**config.mk**
```make
export PLATFORM = sky130hd
export DESIGN_NAME = fc_argmax
export DESIGN_NICKNAME = d
export VERILOG_FILES = /design/src/rtl/fc_argmax.sv
export SDC_FILE = /design/constraint.sdc
export NUM_CORES = 1
export LEC_CHECK = 0
export ABC_AREA = 1
export CAP_MARGIN = 20
export CORE_ASPECT_RATIO = 0.9
export CORE_MARGIN = 4
export CORE_UTILIZATION = 49
export DETAILED_ROUTE_END_ITERATION = 10
export PLACE_DENSITY = 0.73
export SYNTH_ARGS = -nofsm -noshare
export SYNTH_HDL_FRONTEND = slang
export SYNTH_SLANG_ARGS = --single-unit
```
**constraint.sdc**
```tcl
create_clock -name clk -period 5.3 [get_ports clk]
set_input_delay 0.53 -clock clk [delete_from_list [all_inputs] [get_ports clk]]
set_output_delay 0.53 -clock clk [all_outputs]
set_load 0.02 [all_outputs]
```
**src/rtl/fc_argmax.sv**
```systemverilog
// Argmax over NUM_CLASSES signed fc scores streamed in class order; emits the winning index.
// Define FC_ARGMAX_SCORE_OUT_EN to add the out_score port carrying the winning score.
module fc_argmax #(
  parameter int NUM_CLASSES = 10,
  parameter int DATA_W      = 20,
  parameter int IDX_W       = 4
) (
  input  logic              clk,
  input  logic              rst,
  input  logic              flush,
  input  logic              in_valid,
  output logic              in_ready,
  input  logic [DATA_W-1:0] in_data,
  output logic              out_valid,
  input  logic              out_ready,
  output logic [IDX_W-1:0]  out_class
`ifdef FC_ARGMAX_SCORE_OUT_EN
  ,
  output logic signed [DATA_W-1:0] out_score
`endif
);

  localparam logic [IDX_W-1:0] IDX_ZERO = {IDX_W{1'b0}};
  localparam logic [IDX_W-1:0] IDX_ONE  = IDX_W'(1);
  localparam logic [IDX_W-1:0] IDX_LAST = IDX_W'(NUM_CLASSES - 1);

  typedef enum logic [0:0] {
    ST_COLLECT = 1'b0,
    ST_DONE    = 1'b1
  } state_t;

  state_t                    state_r, state_nxt_s;
  logic [IDX_W-1:0]          cnt_r, cnt_nxt_s;
  logic signed [DATA_W-1:0]  max_r, max_nxt_s;
  logic [IDX_W-1:0]          idx_r, idx_nxt_s;
  logic [IDX_W-1:0]          class_r, class_nxt_s;
  logic                      in_ready_r, in_ready_nxt_s;
  logic                      out_valid_r, out_valid_nxt_s;
  logic                      accept_s;
  logic                      take_s;
  logic signed [DATA_W-1:0]  cand_max_s;
  logic [IDX_W-1:0]          cand_idx_s;
`ifdef FC_ARGMAX_SCORE_OUT_EN
  logic signed [DATA_W-1:0]  score_r, score_nxt_s;
`endif

  assign accept_s = in_valid & in_ready_r;

  // Running-max candidate: class 0 always loads, later classes only on a strictly greater score
  always_comb begin
    take_s     = 1'b0;
    cand_max_s = max_r;
    cand_idx_s = idx_r;
    if (cnt_r == IDX_ZERO) begin
      take_s = 1'b1;
    end else begin
      take_s = ($signed(in_data) > max_r);
    end
    if (take_s) begin
      cand_max_s = $signed(in_data);
      cand_idx_s = cnt_r;
    end else begin
      cand_max_s = max_r;
      cand_idx_s = idx_r;
    end
  end

  // Next-state, counter, running max and result capture; flush overrides everything
  always_comb begin
    state_nxt_s = state_r;
    cnt_nxt_s   = cnt_r;
    max_nxt_s   = max_r;
    idx_nxt_s   = idx_r;
    class_nxt_s = class_r;
`ifdef FC_ARGMAX_SCORE_OUT_EN
    score_nxt_s = score_r;
`endif
    if (flush) begin
      state_nxt_s = ST_COLLECT;
      cnt_nxt_s   = IDX_ZERO;
    end else begin
      case (state_r)
        ST_COLLECT: begin
          if (accept_s) begin
            max_nxt_s = cand_max_s;
            idx_nxt_s = cand_idx_s;
            if (cnt_r == IDX_LAST) begin
              cnt_nxt_s   = IDX_ZERO;
              state_nxt_s = ST_DONE;
              class_nxt_s = cand_idx_s;
`ifdef FC_ARGMAX_SCORE_OUT_EN
              score_nxt_s = cand_max_s;
`endif
            end else begin
              cnt_nxt_s = cnt_r + IDX_ONE;
            end
          end else begin
            state_nxt_s = ST_COLLECT;
          end
        end
        ST_DONE: begin
          if (out_ready) begin
            state_nxt_s = ST_COLLECT;
          end else begin
            state_nxt_s = ST_DONE;
          end
        end
        default: begin
          state_nxt_s = ST_COLLECT;
          cnt_nxt_s   = IDX_ZERO;
        end
      endcase
    end
  end

  // Handshake flags are registered copies of the next state so the ports come straight from flops
  always_comb begin
    in_ready_nxt_s  = 1'b1;
    out_valid_nxt_s = 1'b0;
    if (state_nxt_s == ST_DONE) begin
      in_ready_nxt_s  = 1'b0;
      out_valid_nxt_s = 1'b1;
    end else begin
      in_ready_nxt_s  = 1'b1;
      out_valid_nxt_s = 1'b0;
    end
  end

  // State and datapath registers
  always_ff @(posedge clk or negedge rst) begin
    if (!rst) begin
      state_r     <= ST_COLLECT;
      cnt_r       <= IDX_ZERO;
      max_r       <= {DATA_W{1'b0}};
      idx_r       <= IDX_ZERO;
      class_r     <= IDX_ZERO;
      in_ready_r  <= 1'b1;
      out_valid_r <= 1'b0;
`ifdef FC_ARGMAX_SCORE_OUT_EN
      score_r     <= {DATA_W{1'b0}};
`endif
    end else begin
      state_r     <= state_nxt_s;
      cnt_r       <= cnt_nxt_s;
      max_r       <= max_nxt_s;
      idx_r       <= idx_nxt_s;
      class_r     <= class_nxt_s;
      in_ready_r  <= in_ready_nxt_s;
      out_valid_r <= out_valid_nxt_s;
`ifdef FC_ARGMAX_SCORE_OUT_EN
      score_r     <= score_nxt_s;
`endif
    end
  end

  assign in_ready  = in_ready_r;
  assign out_valid = out_valid_r;
  assign out_class = class_r;
`ifdef FC_ARGMAX_SCORE_OUT_EN
  assign out_score = score_r;
`endif

endmodule
```
# Word-level counts from Yosys, hierarchy flattened
# Index checks and enable logic that the tools add are counted.
dict set report totals {
  regBits 35
  input_bits 25
  output_inout_bits 6
  word_cells 33
}
dict set report op_classes {
  n_addsub 1
  n_lt_le_gt_ge 1
  eq_ne 2
  mux 13
  bitwise_logic 3
  n_reduce_logical 6
}
# cell n
set ops {}
lappend ops {{> comparator 20 bit} 1}
lappend ops {{2-to-1 mux 4 bit} 5}
lappend ops {{AND reduction 4 bit} 2}
lappend ops {{2-to-1 mux 1 bit} 7}
lappend ops {{adder 4 x 1 -> 4 bit, second input constant} 1}
lappend ops {{== test 4 bit, second input constant} 1}
lappend ops {{logical NOT 4 bit} 1}
lappend ops {{AND reduction 3 bit} 1}
lappend ops {{!= test 2 bit, second input constant} 1}
lappend ops {{NOT 1 bit} 2}
lappend ops {{one-hot mux 1 bit (2 select lines)} 1}
lappend ops {{AND reduction 2 bit} 1}
lappend ops {{nonzero test 2 bit} 1}
lappend ops {{AND 1 bit} 1}

# Longest topological paths before layout
# Gate-level depths: netlist of the first run.
dict set report depth {
  word_depth 6
  depth_mapped 17
  depth_no_buf 16
}

# Least setup slack after synthesis of the first run
# Ideal clock, no wire load.
dict set report synth_timing {
  path_type {input-to-reg}
  from {in in_data[19]}
  to {reg idx_r[2]}
  setup_time_ns 0.117
  arrival_ns 1.947
  required_ns 5.183
  path_slack_ns 3.236
  path_stages 13
  n_path_buf 1
  cell_sequence {ha_1 nand2_2 nor2_4 nand2_2 nor2_2 nand2_1 nand4_1 nand3_4 nand2_4 nand2_4 buf_6 nand2_1 nand2_1}
}
dict set report synth_between {
  elab_chain_cells 3
}
# element line_no
set synth_rtl {}
lappend synth_rtl {{start: declaration} 13} ;# input logic [DATA_W-1:0] in_data,
lappend synth_rtl {{> comparator 20 bit} 57} ;# take_s = ($signed(in_data) > max_r);
lappend synth_rtl {{2-to-1 mux 1 bit} 54} ;# if (cnt_r == IDX_ZERO) begin
lappend synth_rtl {{2-to-1 mux 4 bit} 59} ;# if (take_s) begin
lappend synth_rtl {{end signal: assignment} 146} ;# idx_r <= idx_nxt_s;
lappend synth_rtl {{end: declaration} 35} ;# logic [IDX_W-1:0] idx_r, idx_nxt_s;
# Every way passes these cells.
# A chain may end at the register's enable or synchronous reset.

# Final worst setup path of the first run
dict set report layout_timing {
  from {in in_data[19]}
  to {reg max_r[3]}
}
dict set report layout_between {
  elab_chain_cells 3
}
# element line_no
set layout_rtl {}
lappend layout_rtl {{> comparator 20 bit} 57}
lappend layout_rtl {{2-to-1 mux 1 bit} 54}
lappend layout_rtl {{AND reduction 4 bit (no line)} --}
lappend layout_rtl {{end signal: assignment} 134} ;# max_r <= {DATA_W{1'b0}};
lappend layout_rtl {{end signal: assignment} 145} ;# max_r <= max_nxt_s;
lappend layout_rtl {{end: declaration} 34} ;# logic signed [DATA_W-1:0] max_r, max_nxt_s;
# Every way passes these cells.

==> impl_metrics.env, run 1 <==
export IMPL_die_w_um=76.3
export IMPL_yosys_area_share_simple_pct=29.7
export IMPL_routed_wl_mm=3.97
export IMPL_cts_root_buf="clkbuf_8"
export IMPL_cts_buffers=5
export IMPL_synth_seq_cells=34
export IMPL_path_cells="clkdlybuf4s50_1 > ha_1 > nand2_2 > nor2_4 > nand2_2 > nor2_2 > nand2_1 > nand4_1 > nand3_4 > nand2_4 > nand2_4 > nand2_1 > nand2_1"
export IMPL_hold_depth=2
export IMPL_synth_most_common_cell="nand2_1"
export IMPL_drt_iter0_markers=80
export IMPL_post_route_util_pct=61.4
export IMPL_required_ps=5470
export IMPL_final_max_slew_viol_count=0
export IMPL_hold_viol=0
export IMPL_synth_common_cells="nand2_1 (85), inv_1 (38), dfrtp_1 (33), nand3_1 (33), ha_1 (23)"
export IMPL_groute_usage_overall_pct=16.3
export IMPL_ys_seq_area_share_pct=41.4
export IMPL_final_period_utilization_pct=48.9
export IMPL_finalClockSkew_ps=7.10
export IMPL_place_congestion=0.798
export IMPL_synthMuxAreaShare_pct=0
export IMPL_dp_slack_ps=2380
export IMPL_end_kind="register"
export IMPL_num_vias=1673
export IMPL_reg2reg_depth=13
export IMPL_synth_top_area_share_pct=40.1
export IMPL_antenna_found_initial=0
export IMPL_cp_max_fo=27
export IMPL_syn_inst=261
export IMPL_netlist_area_sq_mm=0.00206
export IMPL_cts_max_level=2
export IMPL_tritoncts="yes"
export IMPL_ant_nets=0
export IMPL_hp_start="max_r[17]"
export IMPL_fillers=373
export IMPL_worst_pin_slew_ps=442
export IMPL_outcome="complete, no violations"
export IMPL_rsz0062_at_grt="no"
export IMPL_clock_latency_ps=280
export IMPL_ctsHoldBuffers=0
export IMPL_cp_common_cell="nand2_1"
export IMPL_ys_top_cells_by_area="dfrtp_1 (40%), nand2_1 (15%), ha_1 (14%), nand3_1 (8.0%), inv_1 (6.9%)"
export IMPL_area_growth_pct=21.4
export IMPL_syn_area_per_cell_sq_um=7.89
export IMPL_post_cts_buffers=0
export IMPL_pwr_density_cell_mw_per_mm2=314
export IMPL_synthAdderAreaFrac_pct=14.0
export IMPL_relSlewSlack_pct=70.5
export IMPL_r2r_end="max_r[3]"
export IMPL_clk_path_buf_depth=2
export IMPL_dieArea_sq_mm=0.00531
export IMPL_finalSetupViolCount=0
export IMPL_yosysUniqueCellTypes=29
export IMPL_cp_start_kind="primary input"
export IMPL_cts_resized_gates=0
export IMPL_cts_sinks=34
export IMPL_drtPass1Iterations=6
export IMPL_avgViaCountPerCell=4.88
export IMPL_cpPeakStageDelay_ps=430
export IMPL_whs_endpoint="max_r[17]"
export IMPL_finalSetupTns_ps=0
export IMPL_drc=0
export IMPL_overflow=0
export IMPL_max_freq_ghz=0.386
export IMPL_synth_compound_gate_area_share_pct=4.56
export IMPL_ff2ff_setup_slack_ps=3020
export IMPL_synth_fp_nets=309
export IMPL_numPortBuffers=30
export IMPL_wire_per_inst_um=11.6
export IMPL_synth_top_family_by_area="simple AND/OR/NAND/NOR gates"
export IMPL_synthXorXnorAreaFrac_pct=0.851
export IMPL_synth_main_ff_cell="dfrtp_1"
export IMPL_drive_gt1_share_pct=6.78
export IMPL_hpwl_mm=2.93
export IMPL_rows=22
export IMPL_p_leak_nw=1.34
export IMPL_fin_ws_ps=2710
export IMPL_maxCapViolations=0
export IMPL_yosys_area_top_type="dfrtp_1"
export IMPL_cp_slowest_cell="clkdlybuf4s50_1"
export IMPL_fp_dieH_um=69.5
export IMPL_min_path_type="reg2reg"
export IMPL_path_clk_slew_ps=60
export IMPL_synth_async_reset_ratio_pct=100
export IMPL_grt_pass1_vias=1644
export IMPL_path_class="in2reg"
export IMPL_core_area_sq_mm=0.00407
export IMPL_grt_max_degree=35
export IMPL_peakVddDrop_uv=212
export IMPL_num_io_pins=31
export IMPL_n_antenna_cell=0
export IMPL_yosysWarningCount=0
export IMPL_worstPathArrival_ps=2760
export IMPL_grt_pass1_wl_mm=7.14
export IMPL_synth_edf_count=0
export IMPL_total_power_uw=786
export IMPL_post_route_min_period_ps=2590
export IMPL_final_nets=342
export IMPL_r2r_start="max_r[19]"
export IMPL_start_util_pct=50.6
-- layer usage --
layer	track usage (%)	vias to the layer above	part of all wire [%]
met5	0	-	0
met4	3.62	0	0.73
met3	4.94	4	4.5
met2	26.2	33	45
met1	21.7	746	50
li1	-	890	-
-- cells in the final DEF (no fill, tap or decap) --
cell type | netlist | layout
nand4_1 | 2 | 2
ha_1 | 23 | 23
nand3_4 | 1 | 1
nor2_2 | 1 | 1
nor2_4 | 1 | 1
clkinv_1 | 1 | 1
buf_4 | 1 | 2
nand2_4 | 2 | 2
nor2_1 | 10 | 10
nand3b_1 | 1 | 1
o22ai_1 | 2 | 2
o21ai_1 | 5 | 5
clkdlybuf4s50_1 | 0 | 30
a21oi_1 | 5 | 5
bufinv_16 | 0 | 1
nand3_1 | 33 | 33
a31oi_1 | 1 | 1
inv_1 | 38 | 38
xnor2_1 | 1 | 1
nand2_2 | 2 | 2
dfstp_2 | 1 | 1
clkbuf_8 | 0 | 5
inv_2 | 2 | 2
nand2_1 | 85 | 85
a21o_1 | 1 | 1
clkinv_2 | 0 | 2
o21bai_1 | 1 | 1
o21ai_0 | 2 | 2
xor2_1 | 1 | 1
dfrtp_1 | 33 | 33
-- stage by stage --
step                      hold WS [ps]  area [sq um]  std cells
after floorplan                    234          2060        261
after global placement             454          2390        335
after detailed placement           461          2390        335
after CTS                          477          2500        343
after global routing               487          2500        343
final                              475          2500        343
-- registers in the layout, indices dropped and copies added (netlist names) --
register and cells:
max_r 20, cnt_r 4, idx_r 4, out_class 4
in_ready 1, out_valid 1
-- cell families after synthesis --
logic type,count (synthesis)
DFF,34
adders and majority gates,23
xor gates and xnor gates,2
and+or+nand+nor,138
AOI/OAI and AO/OA,17
buffers and inverters,47
-- critical path: cells and delay by family --
kind | cells | cell delay, ps
adders and majority gates | 1 | 360
buffers and inverters | 1 | 430
and+or+nand+nor | 11 | 1440
-- how the worst max path moves through the flow --
stage / startpoint / endpoint / slack [ps] / cells after the start
after floorplan: in_data[19] / idx_r[2] / 3240 / 13
after global placement: in_data[19] / idx_r[0] / 2460 / 13
after detailed placement: in_data[19] / max_r[0] / 2380 / 13
after CTS: in_data[19] / max_r[5] / 2680 / 13
after global routing: in_data[19] / idx_r[1] / 2500 / 14
final: in_data[19] / max_r[3] / 2710 / 13
-- where the power goes --
| part | internal, mW | leakage (nW) | switching (mW) |
|---|---|---|---|
| combinational | 0.0947 | 0.843 | 0.138 |
| sequential | 0.301 | 0.437 | 0.0217 |
| clock | 0.138 | 0.0579 | 0.0929 |
-- cell type report --
type / instances / area (sq um) / share of cell area, %
flip-flops and latches: 34 / 852 / 34.1
well taps: 48 / 60.1 / 2.40
clock inverters: 3 / 40.0 / 1.60
inverters: 41 / 154 / 6.15
repair buffers: 32 / 315 / 12.6
clock buffers: 5 / 68.8 / 2.75
multi-input cells: 180 / 1010 / 40.4
Power figures use the tool's default switching activity.
==> run 2, diff against run 1 <==
clock period = 2.6 ns   (was 5.3 ns; I/O delays follow)
==> impl_metrics.env, run 2 (same netlist as run 1, synthesis figures left out) <==
export IMPL_outcome="complete, no violations"
export IMPL_drt_iter0_markers=98
export IMPL_finalSetupViolCount=0
export IMPL_tritoncts="yes"
export IMPL_grt_max_degree=35
export IMPL_fp_dieH_um=69.5
export IMPL_grt_pass1_wl_mm=7.38
export IMPL_n_antenna_cell=0
export IMPL_place_congestion=0.796
export IMPL_clock_latency_ps=280
export IMPL_path_clk_slew_ps=70
export IMPL_r2r_end="idx_r[1]"
export IMPL_required_ps=2760
export IMPL_min_path_type="in2async"
export IMPL_fillers=368
export IMPL_cts_root_buf="clkbuf_8"
export IMPL_rows=22
export IMPL_peakVddDrop_uv=307
export IMPL_reg2reg_depth=13
export IMPL_largest_register="max_r"
export IMPL_seq_area_sq_um=852
export IMPL_cts_buffers=5
export IMPL_start_util_pct=50.6
export IMPL_p_leak_nw=1.33
export IMPL_clk_path_buf_depth=2
export IMPL_path_cells="clkdlybuf4s50_1 > ha_1 > nand2_2 > nor2_4 > nand2_2 > nor2_2 > nand2_1 > nand4_1 > nand3_4 > nand2_4 > nand2_4 > nand2_1 > o21ai_1"
export IMPL_overflow=0
export IMPL_cts_resized_gates=0
export IMPL_drive_gt1_share_pct=6.76
export IMPL_die_w_um=76.3
export IMPL_final_common_cell="nand2_1"
export IMPL_groute_usage_overall_pct=17.1
export IMPL_numPortBuffers=30
export IMPL_r2r_start="max_r[19]"
export IMPL_cpPeakStageDelay_ps=440
export IMPL_num_io_pins=31
export IMPL_cp_startpoint="in_data[19]"
export IMPL_wire_per_inst_um=11.8
export IMPL_post_cts_buffers=0
export IMPL_pwr_density_cell_mw_per_mm2=617
export IMPL_cp_slowest_cell="clkdlybuf4s50_1"
export IMPL_drtPass1Iterations=4
export IMPL_num_vias=1692
export IMPL_final_nets=343
export IMPL_ff2ff_setup_slack_ps=360
export IMPL_final_cell_mix="nand2_1 (85), inv_1 (38), nand3_1 (33), dfrtp_1 (33), clkdlybuf4s50_1 (30)"
export IMPL_routed_wl_mm=4.06
export IMPL_relSlewSlack_pct=71.0
export IMPL_core_area_sq_mm=0.00407
export IMPL_hold_viol=0
export IMPL_dieArea_sq_mm=0.00531
export IMPL_ctsHoldBuffers=0
export IMPL_finalClockSkew_ps=5.28
export IMPL_ant_nets=0
export IMPL_cp_max_fo=27
export IMPL_final_period_utilization_pct=87.9
export IMPL_grt_pass1_vias=1635
export IMPL_finalSetupTns_ps=0
export IMPL_cts_sinks=34
export IMPL_total_power_mw=1.54
export IMPL_area_growth_pct=21.0
export IMPL_worst_pin_slew_ps=436
export IMPL_antenna_found_initial=0
export IMPL_max_freq_ghz=0.437
export IMPL_cp_start_kind="primary input"
export IMPL_multiInputGateArea_sq_mm=0.00101
export IMPL_final_max_slew_viol_count=0
export IMPL_end_kind="register"
export IMPL_path_class="in2reg"
export IMPL_largest_reg_flops=20
export IMPL_worstPathArrival_ps=2440
export IMPL_cts_max_level=2
export IMPL_maxCapViolations=0
export IMPL_drc=0
export IMPL_rsz0062_at_grt="no"
export IMPL_hpwl_mm=3.00
export IMPL_avgViaCountPerCell=4.92
export IMPL_worstSetupEndpoint="idx_r[1]"
export IMPL_post_route_min_period_ps=2290
run 2: final cells by class:
type / instances / share of cell area, %
well taps: 48 / 2.41
multi-input cells: 180 / 40.6
flip-flops and latches: 34 / 34.2
repair buffers: 33 / 13.0
clock inverters: 1 / 0.201
inverters: 41 / 6.18
clock buffers: 7 / 3.47
run 2: where the power goes:
part	total (mW)	switching [mW]	internal (mW)	leakage, nW
logic	0.481	0.282	0.198	0.847
clock network	0.400	0.186	0.214	0.0482
registers	0.657	0.0438	0.613	0.437
run 2: worst min path at each step:
| stage | start | end | slack (ps) | depth (start not counted) |
|---|---|---|---|---|
| CTS | rst | max_r[6] | 410 | 2 |
| global placement | max_r[2] | max_r[2] | 450 | 2 |
| finish | rst | max_r[14] | 380 | 2 |
| detailed placement | max_r[13] | max_r[13] | 460 | 2 |
| global route | rst | max_r[14] | 450 | 2 |
| floorplan | rst | cnt_r[0] | -40 | 0 |
run 2: routing by layer:
layer | track usage, % | share of wire (%)
met5 | 0 | 0
met4 | 4.83 | 1.0
met3 | 6.36 | 4.9
met2 | 26.0 | 46
met1 | 22.8 | 48
run 2: through the flow:
stage	hold slack [ps]	util [%]	cells	instance area [sq um]	setup slack [ps]
floorplan	-35.6	-	261	2060	708
CTS	407	61.1	344	2490	297
global placement	455	58.9	336	2400	108
detailed placement	459	58.9	336	2400	0.134
global route	453	61.1	344	2490	153
finish	384	61.1	344	2490	314
run 2: critical path, delay by kind of cell:
family | cells | cell delay, ps
and+or+nand+nor | 10 | 1320
buffers and inverters | 1 | 440
adders and majority gates | 1 | 360
AOI/OAI and AO/OA | 1 | 70
==> run 3, diff against run 2 <==
PLACE_DENSITY = 0.81   (was 0.73)
==> impl_metrics.env, run 3 (same netlist as run 1, synthesis figures left out) <==
export IMPL_outcome="complete, no violations"
export IMPL_avgViaCountPerCell=4.98
export IMPL_finalClockSkew_ps=5.56
export IMPL_grt_busiest_layer="met2"
export IMPL_cp_start_kind="primary input"
export IMPL_p_leak_nw=1.34
export IMPL_finalSetupViolCount=0
export IMPL_n_antenna_cell=0
export IMPL_post_route_min_period_ps=2160
export IMPL_ctsHoldBuffers=0
export IMPL_tritoncts="yes"
export IMPL_start_util_pct=50.6
export IMPL_num_io_pins=31
export IMPL_routed_wl_mm=4.13
export IMPL_grt_met2_usage_pct=26.6
export IMPL_drtPass1Iterations=4
export IMPL_globalRouteMet1Util_pct=22.0
export IMPL_path_clk_slew_ps=70
export IMPL_final_nets=344
export IMPL_antenna_found_initial=0
export IMPL_maxCapViolations=0
export IMPL_grt_pass1_vias=1643
export IMPL_drc=0
export IMPL_pwr_density_cell_mw_per_mm2=618
export IMPL_rsz0062_at_grt="no"
export IMPL_num_vias=1719
export IMPL_die_w_um=76.3
export IMPL_clock_latency_ps=280
export IMPL_rows=22
export IMPL_drt_iter0_markers=59
export IMPL_cts_root_buf="clkbuf_8"
export IMPL_cts_sinks=34
export IMPL_post_cts_buffers=0
export IMPL_grt_pass1_wl_mm=7.22
export IMPL_fp_dieH_um=69.5
export IMPL_peakVddDrop_uv=349
export IMPL_cp_max_fo=27
export IMPL_end_kind="register"
export IMPL_cts_resized_gates=0
export IMPL_wire_per_inst_um=12.0
export IMPL_worstPathArrival_ps=2320
export IMPL_core_area_sq_mm=0.00407
export IMPL_min_path_type="in2async"
export IMPL_fin_ws_ps=438
export IMPL_final_period_utilization_pct=83.1
export IMPL_cts_max_level=2
export IMPL_path_class="in2reg"
export IMPL_final_cell_mix="nand2_1 (85), inv_1 (38), nand3_1 (33), dfrtp_1 (33), clkdlybuf4s50_1 (30)"
export IMPL_cts_buffers=5
export IMPL_hold_viol=0
export IMPL_grtUsageMet3_pct=4.55
export IMPL_area_growth_pct=21.3
export IMPL_ant_nets=0
export IMPL_worst_pin_slew_ps=423
export IMPL_largest_register="max_r"
export IMPL_post_route_util_pct=61.3
export IMPL_grt_max_degree=35
export IMPL_clk_path_buf_depth=2
export IMPL_finalSetupTns_ps=0
export IMPL_groute_usage_overall_pct=16.7
export IMPL_final_max_slew_viol_count=0
export IMPL_numPortBuffers=30
export IMPL_final_common_cell="nand2_1"
export IMPL_drive_gt1_share_pct=7.07
export IMPL_place_congestion=0.857
export IMPL_overflow=0
export IMPL_largest_reg_flops=20
export IMPL_dp_slack_ps=159
export IMPL_max_freq_ghz=0.463
export IMPL_dieArea_sq_mm=0.00531
export IMPL_relSlewSlack_pct=71.8
export IMPL_required_ps=2760
export IMPL_hpwl_mm=3.08
## run 3: routing by layer
| metal | routed length [um] | vias to the layer above |
|---|---|---|
| met5 | 0 | - |
| met4 | 68 | 0 |
| met3 | 207 | 9 |
| met2 | 1820 | 40 |
| met1 | 2040 | 777 |
| li1 | - | 893 |
## run 3: power breakdown
part	switching [mW]	leakage (nW)	internal, mW
sequential	0.0460	0.437	0.613
combinational	0.289	0.851	0.204
clock	0.178	0.0482	0.213
total	0.514	1.34	1.03
## run 3: final cells by class
class | instances | area [sq um]
timing repair buffer | 34 | 330
clock buffer | 7 | 86.3
fill | 370 | 1580
sequential | 34 | 852
multi-input combinational | 180 | 1010
clock inverter | 1 | 5.00
inverter | 41 | 154
tap | 48 | 60.1
## run 3: metrics by stage
| step | total power, mW | std cells | hold slack [ps] | cell area, sq um |
|---|---|---|---|---|
| 6_report | 1.54 | 345 | 399 | 2500 |
| 3_3_place_gp | 1.14 | 337 | 453 | 2410 |
| 3_5_place_dp | 1.16 | 337 | 458 | 2410 |
| 5_1_grt | 1.66 | 345 | 454 | 2500 |
| 4_1_cts | 1.56 | 345 | 406 | 2500 |
| 2_1_floorplan | 1.02 | 261 | -35.6 | 2060 |
## run 3: worst max-delay path: stages
cell and delay (ps):
clkdlybuf4s50_1 440, ha_1 360, nand2_2 90, nor2_4 130, nand2_2 70, nor2_2 120
nand2_1 80, nand4_1 150, nand3_4 120, nand2_4 110, nand2_4 190, nand2_1 120
o21ai_1 70
## run 3: path summary, 6_finish.rpt
kind,slack [ps],cells after the start,start,to
max,440,13,in_data[19],idx_r[0]
min,400,2,rst,max_r[6]
max reg2reg,510,13,max_r[19],idx_r[0]
min reg2reg,470,2,max_r[8],max_r[8]
max in group asynchronous,1870,2,rst,in_ready
min in group clk,470,2,max_r[8],max_r[8]
